[src/rtl/lshift_pkg.sv]
// lshift_pkg
// Shared definitions for the multi-cycle left-shift sequencer:
//   state_t      controller state encoding (IDLE / SHIFT / DONE)
//   DEF_WIDTH    default operand/result width
//   DEF_AMT_W    default shift-amount width (2**DEF_AMT_W == DEF_WIDTH)
//   STEP4        stride of the wide step used when LSHIFT_SEQ_STEP4_EN is defined
package lshift_pkg;

  typedef enum logic [1:0] {
    IDLE  = 2'b00,
    SHIFT = 2'b01,
    DONE  = 2'b10
  } state_t;

  localparam int DEF_WIDTH = 32;
  localparam int DEF_AMT_W = 5;
  localparam int STEP4     = 4;

endpackage

[src/rtl/lshift_step.sv]
// lshift_step
// Combinational single-step left shifter; zeros enter at the LSB.
// Configuration macro: LSHIFT_SEQ_STEP4_EN
//   undefined : out_data = in_data << 1 (no step-select port, no 4-bit path)
//   defined   : out_data = in_data << 4 when step4 is set, else << 1
// Ports:
//   data     [WIDTH-1:0]  value to shift
//   step4                 select the 4-bit stride (macro builds only)
//   shifted  [WIDTH-1:0]  shifted value
module lshift_step
  import lshift_pkg::*;
#(
  parameter int WIDTH = DEF_WIDTH
) (
  input  logic [WIDTH-1:0] data,
`ifdef LSHIFT_SEQ_STEP4_EN
  input  logic             step4,
`endif
  output logic [WIDTH-1:0] shifted
);

`ifdef LSHIFT_SEQ_STEP4_EN
  always_comb begin
    shifted = data << 1;
    if (step4) begin
      shifted = data << STEP4;
    end
  end
`else
  assign shifted = data << 1;
`endif

endmodule

[src/rtl/lshift_sequencer.sv]
// lshift_sequencer
// Multi-cycle controller that drives a single-step left shifter to produce a
// logical left shift by 0..WIDTH-1 positions. One operation in flight.
// Configuration macro: LSHIFT_SEQ_STEP4_EN (steps of 4 while at least 4 remain).
// Ports:
//   clk, rst                 clock and synchronous active-high reset
//   in_valid / in_ready      operand handshake (ready only while IDLE)
//   in_data  [WIDTH-1:0]     operand, sampled at the accept edge only
//   in_amt   [AMT_W-1:0]     shift amount, sampled at the accept edge only
//   out_valid / out_ready    result handshake (valid only while DONE)
//   out_data [WIDTH-1:0]     working register; meaningful when out_valid=1
//   busy                     high while SHIFT or DONE
// AMT_W must satisfy 2**AMT_W == WIDTH.
module lshift_sequencer
  import lshift_pkg::*;
#(
  parameter int WIDTH = DEF_WIDTH,
  parameter int AMT_W = DEF_AMT_W
) (
  input  logic             clk,
  input  logic             rst,
  input  logic             in_valid,
  output logic             in_ready,
  input  logic [WIDTH-1:0] in_data,
  input  logic [AMT_W-1:0] in_amt,
  output logic             out_valid,
  input  logic             out_ready,
  output logic [WIDTH-1:0] out_data,
  output logic             busy
);

  state_t           state_q, state_next;
  logic [WIDTH-1:0] data_q, data_next;
  logic [AMT_W-1:0] cnt_q, cnt_next;

  logic [WIDTH-1:0] step_data;
  logic [AMT_W-1:0] step_amt;

`ifdef LSHIFT_SEQ_STEP4_EN
  logic step4;

  // Take the wide stride whenever it cannot overshoot the remaining count.
  assign step4    = (cnt_q >= AMT_W'(STEP4));
  assign step_amt = step4 ? AMT_W'(STEP4) : AMT_W'(1);

  lshift_step #(
    .WIDTH (WIDTH)
  ) u_step (
    .data    (data_q),
    .step4   (step4),
    .shifted (step_data)
  );
`else
  assign step_amt = AMT_W'(1);

  lshift_step #(
    .WIDTH (WIDTH)
  ) u_step (
    .data    (data_q),
    .shifted (step_data)
  );
`endif

  always_ff @(posedge clk) begin
    if (rst) begin
      state_q <= IDLE;
      data_q  <= '0;
      cnt_q   <= '0;
    end else begin
      state_q <= state_next;
      data_q  <= data_next;
      cnt_q   <= cnt_next;
    end
  end

  always_comb begin
    state_next = state_q;
    data_next  = data_q;
    cnt_next   = cnt_q;
    in_ready   = 1'b0;
    out_valid  = 1'b0;
    busy       = 1'b0;

    case (state_q)
      IDLE: begin
        in_ready = 1'b1;
        if (in_valid) begin
          data_next  = in_data;
          cnt_next   = in_amt;
          // A zero amount needs no shift step, so the result is ready at once.
          state_next = (in_amt == '0) ? DONE : SHIFT;
        end
      end

      SHIFT: begin
        busy      = 1'b1;
        data_next = step_data;
        // cnt_q >= 1 here, and the stride never exceeds cnt_q, so no underflow.
        cnt_next  = cnt_q - step_amt;
        if (cnt_next == '0) begin
          state_next = DONE;
        end
      end

      DONE: begin
        busy      = 1'b1;
        out_valid = 1'b1;
        if (out_ready) begin
          state_next = IDLE;
        end
      end

      default: begin
        state_next = IDLE;
      end
    endcase
  end

  assign out_data = data_q;

endmodule

[config.mk]
export PLATFORM = sky130hd
export DESIGN_NAME = lshift_sequencer
export DESIGN_NICKNAME = d
export VERILOG_FILES = /design/src/rtl/lshift_pkg.sv /design/src/rtl/lshift_step.sv /design/src/rtl/lshift_sequencer.sv
export SDC_FILE = /design/constraint.sdc
export NUM_CORES = 1
export LEC_CHECK = 0
export ABC_AREA = 1
export CORE_MARGIN = 8
export CORE_UTILIZATION = 44
export CTS_BUF_LIST = sky130_fd_sc_hd__clkbuf_2
export DETAILED_ROUTE_END_ITERATION = 8
export GPL_ROUTABILITY_DRIVEN = 0
export PLACE_DENSITY = 0.92
export SLEW_MARGIN = 20
export SYNTH_ARGS = -nofsm -noshare
export SYNTH_HDL_FRONTEND = slang
export SYNTH_SLANG_ARGS = --single-unit
[constraint.sdc]
create_clock -name clk -period 2 [get_ports clk]
set_clock_uncertainty 0.2 [all_clocks]
set_input_delay 0.2 -clock clk [delete_from_list [all_inputs] [get_ports clk]]
set_output_delay 0.2 -clock clk [all_outputs]
set_load 0.02 [all_outputs]
== After elaboration in Yosys (flattened, before gate mapping) ==
Cells that the tools add are included.

* $add $sub $neg: 1
* Equal/unequal tests: 5
* Mux-type cells: 12
* Reductions and logical operators: 7

{| class="wikitable"
|+ Operators with widths
! operator !! count
|-
| $pmux W32 S2 || 1
|-
| $mux W32 || 1
|-
| $logic_not A5 Y1 || 2
|-
| $pmux W5 S2 || 1
|-
| $mux W2 || 4
|-
| $ne A2 B2 Y1 const B || 3
|-
| $pmux W2 S3 || 1
|-
| $mux W5 || 1
|-
| $sub A5 B1 Y5 const B || 1
|-
| $mux W1 || 3
|-
| $reduce_and A3 Y1 || 1
|-
| $eq A2 B1 Y1 const B || 1
|-
| $eq A2 B2 Y1 const B || 1
|-
| $logic_not A2 Y1 || 1
|-
| $reduce_and A2 Y1 || 1
|-
| $reduce_bool A2 Y1 || 1
|-
| $reduce_or A2 Y1 || 1
|}

* Register bits: 39
* Output and inout bits: 35
* Logic and storage cells: 28

== Depth between registers and ports, before layout ==
* Depth after elaboration: 4
* Mapped depth: 12
* Depth with buffers taken out: 12

== Cells and area by module ==
Synthesis repeated with hierarchy kept, for this count alone.

* Cells, all modules: 290
* Area, all modules: 2107.0 um^2

{| class="wikitable"
|+ By module, submodules not included
! module !! instances !! cells an instance !! area each (um^2) !! seq. area each (um^2)
|-
| lshift_sequencer || 1 || 257 || 1863.0 || 780.7
|-
| lshift_step || 1 || 33 || 244.0 || 0.0
|}

== Worst setup path before layout ==
Ideal clock, no wire load.

* Path type: flip-flop to flip-flop
* Start: reg state_q[0]
* End: reg cnt_q[3]
* Arrival: 1.257 ns
* Required time: 1.681 ns
* Slack: 0.424 ns
* Cell stages (with the launch flop): 8
* Path buffers: 0
* Clock period less this slack: 1.576 ns
* Cells stage by stage: dfxtp_1 -> inv_1 -> ha_1 -> nand2_1 -> nand2_2 -> inv_1 -> a211oi_1 -> nor2_1

* Longest elaborated chain between the ends: 3
* Elaborated cells on any way between the ends: 6
* Those cells by class: 2 x eq/ne; 1 x mux; 3 x reduce/logical

{| class="wikitable"
|+ Ends and longest elaborated chain
! what !! line !! source
|-
| start: declaration || lshift_sequencer.sv:32 || <nowiki>state_t state_q, state_next;</nowiki>
|-
| start signal: assignment || lshift_sequencer.sv:70 || <nowiki>state_q <= state_next;</nowiki>
|-
| $eq A2 B1 Y1 / $logic_not A2 Y1 (equally long branches) || lshift_sequencer.sv:84 || <nowiki>case (state_q)</nowiki>
|-
| $reduce_bool A2 Y1 (no source line) / $ne A2 B2 Y1 (equally long branches) || n/a ||
|-
| $reduce_and A2 Y1 (no source line) || n/a ||
|-
| end signal: assignment || lshift_sequencer.sv:72 || <nowiki>cnt_q <= cnt_next;</nowiki>
|-
| end: declaration || lshift_sequencer.sv:34 || <nowiki>logic [AMT_W-1:0] cnt_q, cnt_next;</nowiki>
|}

Parallel ways exist; a longest one is shown, timed or not.
A chain may end at the register's enable or synchronous reset.

== Worst setup path after layout ==
* Start: reg state_q[1]
* End: out busy

* Longest elaborated chain between the ends: 3
* Elaborated cells on any way between the ends: 4
* Those cells by class: 2 x eq/ne; 1 x mux; 1 x reduce/logical

{| class="wikitable"
|+ Ends and longest elaborated chain
! what !! line !! source
|-
| $eq A2 B2 Y1 / $eq A2 B1 Y1 (equally long branches) || lshift_sequencer.sv:84 ||
|-
| $reduce_or A2 Y1 (no source line) * || n/a ||
|-
| $mux W1 * || lshift_sequencer.sv:84 ||
|-
| end: declaration || lshift_sequencer.sv:29 || <nowiki>output logic busy</nowiki>
|}

Mark *: on every way between the ends. The rest lies on a longest branch, timed or not.

==> impl_metrics.json <==
{
  "status": "finished clean",
  "path_max_fanout": 3,
  "routedLengthMet1_mm": 2.35,
  "syn_nets": 301,
  "dr.max_layer_used": "met4",
  "timing.fmax_mhz": 536,
  "synth_most_common_cell": "nand2_1",
  "required_ns": 1.60,
  "synth_top_area_cell": "dfxtp_1",
  "route.met3.wl_um": 511,
  "placed_area_um2": 2610,
  "dr_wl_met2_mm": 2.47,
  "slew_viol_final": 0,
  "netlist_area_um2": 1830,
  "tns_ns": 0,
  "synth.cells.most_frequent": "nand2_1 (83), dfxtp_1 (39), o21ai_0 (34), a31oi_1 (32), inv_1 (13)",
  "synthCells": 255,
  "drive_above_1_share": 0.0549,
  "vias": 1963,
  "endpoint_kind": "output port",
  "post_drt_wl_per_cell_um": 14.3,
  "clkLatencyLatePin_ns": 0.39,
  "wl_mm": 5.41,
  "synth-seq-area-share": 0.426,
  "dr.pass1.iters": 4,
  "p_leak_nw": 1.07,
  "hold_path.class": "in2reg",
  "dp_hpwl_mm": 4.04,
  "crit_arrival_ns": 1.47,
  "coreArea_um2": 4000,
  "layoutNonFillerInstCount": 378,
  "grt_usage": 0.166,
  "cts_tree": "yes",
  "rows": 23,
  "slew-limit-headroom": 0.821,
  "layout_setup_ws_ns": 0.134,
  "cts_buffers": 5,
  "synth_top_area_share": 0.426,
  "antenna_cells": 0,
  "boundaryPins": 76,
  "die_height_um": 80.6,
  "grt_max_degree": 38,
  "place_ws_ns": 0.212,
  "synthFlopType": "dfxtp_1",
  "ys_seq_elements": 39,
  "portBuffers": 75,
  "overflow": 0,
  "finalCritPeriodShare": 0.933,
  "synthArstFlopShare": 0,
  "fin_area_um2": 2670,
  "synth.distinct_cells": 20,
  "drtIter0Drc": 131,
  "cts.root.buffer_cell": "clkbuf_2",
  "first_global_vias": 1925,
  "post-place-cells": 370,
  "hold-worst-slack_ns": 0.146,
  "post_cts_buffers": 0,
  "fin_crit_ns": 1.87,
  "timing.setup.critical_path_class": "reg2out",
  "antenna_found_initial": 0,
  "die_width_um": 80.6,
  "area.growth.synth_to_final_pct": 45.7,
  "hold_violations": 0,
  "cts_sinks": 39,
  "drc_errors": 0,
  "synth_edf_count": 0,
  "rsz0062_at_grt": "no",
  "reg2reg_slack_ns": 0.18,
  "cellPowerDensity_nw_per_um2": 1520,
  "avgSynthCellArea_um2": 7.19,
  "crit_path_start_kind": "register",
  "htree_levels": 2,
  "yosys_warnings": 0,
  "setup_viol": 0,
  "ant_nets": 0,
  "via_per_inst": 5.19,
  "synth_area_leaders": "dfxtp_1 (43%), nand2_1 (17%), a31oi_1 (11%)",
  "grt_pass1_wl_mm": 8.67,
  "peakVddDrop_mv": 0.731,
  "nNetsFinal": 373,
  "cts_buffer_depth": 2,
  "dieArea_um2": 6490,
  "start_util": 0.459,
  "clk_pin_slew_worst_paths_ns": 0.20,
  "worstMarginPinSlew_ns": 0.267,
  "maxCapViolCount": 0
}
state kept, by name, summed over array words and instances (netlist names):
name,cells
out_data,32
cnt_q,5
state_q,2
cells in the final DEF (no fill, tap or decap), drive strengths merged, types with 2 or more instances in the layout:
cell / instances
nor2: 11
dfxtp: 39
buf: 8
nand2: 84
dlygate4sd2: 3
clkdlybuf4s50: 72
clkinv: 2
o21ai: 36
a211oi: 3
clkbuf: 5
a31oi: 32
a21oi: 7
inv: 14
ha: 5
nand3: 4
what timing repair did:
action                                  CTS  global route
hold buffers                              0             0
gates resized for setup                   3             1
endpoints found under the setup margin    3             3
gates cloned                              0             0
cells by family after synthesis:
kind of cell / share of synthesized area
buf+inv: 0.0887
flops: 0.426
simple gates: 0.209
fa+ha+maj: 0.0341
compound gates: 0.242
critical path: stages, from the launching register on:
cell and delay [ns]:
dfxtp_1 0.40, inv_1 0.09, ha_1 0.27, dlygate4sd2_1 0.33
layer usage:
metal	vias up	track usage
met5	-	0
met4	0	0.0727
met3	9	0.0714
met2	65	0.264
met1	890	0.187
li1	999	-
per-stage QoR:
stage / util / total power, mW
floorplan: - / 2.75
global route: 0.668 / 4.38
global placement: 0.652 / 3.57
finish: 0.668 / 4.07
detailed placement: 0.652 / 3.64
CTS: 0.668 / 4.09
path summary, 6_finish.rpt:
kind                   to  cells past startpoint         from
max                  busy                      3   state_q[1]
min          out_data[30]                      3  in_data[30]
max reg2reg  out_data[14]                      8   state_q[0]
min reg2reg   out_data[6]                      2  out_data[5]
cell type report:
type / instances / area (um2)
clock buffers: 5 / 25.0
clock inverters: 3 / 38.8
fillers: 351 / 1330
inverters: 14 / 52.6
multi-input cells: 184 / 893
flip-flops and latches: 39 / 781
well taps: 50 / 62.6
repair buffers: 83 / 820
where the power goes:
group / internal, mW / switching [mW]
clock: 0.206 / 0.260
sequential: 1.09 / 0.238
combinational: 0.952 / 1.32
Power figures use the tool's default switching activity.
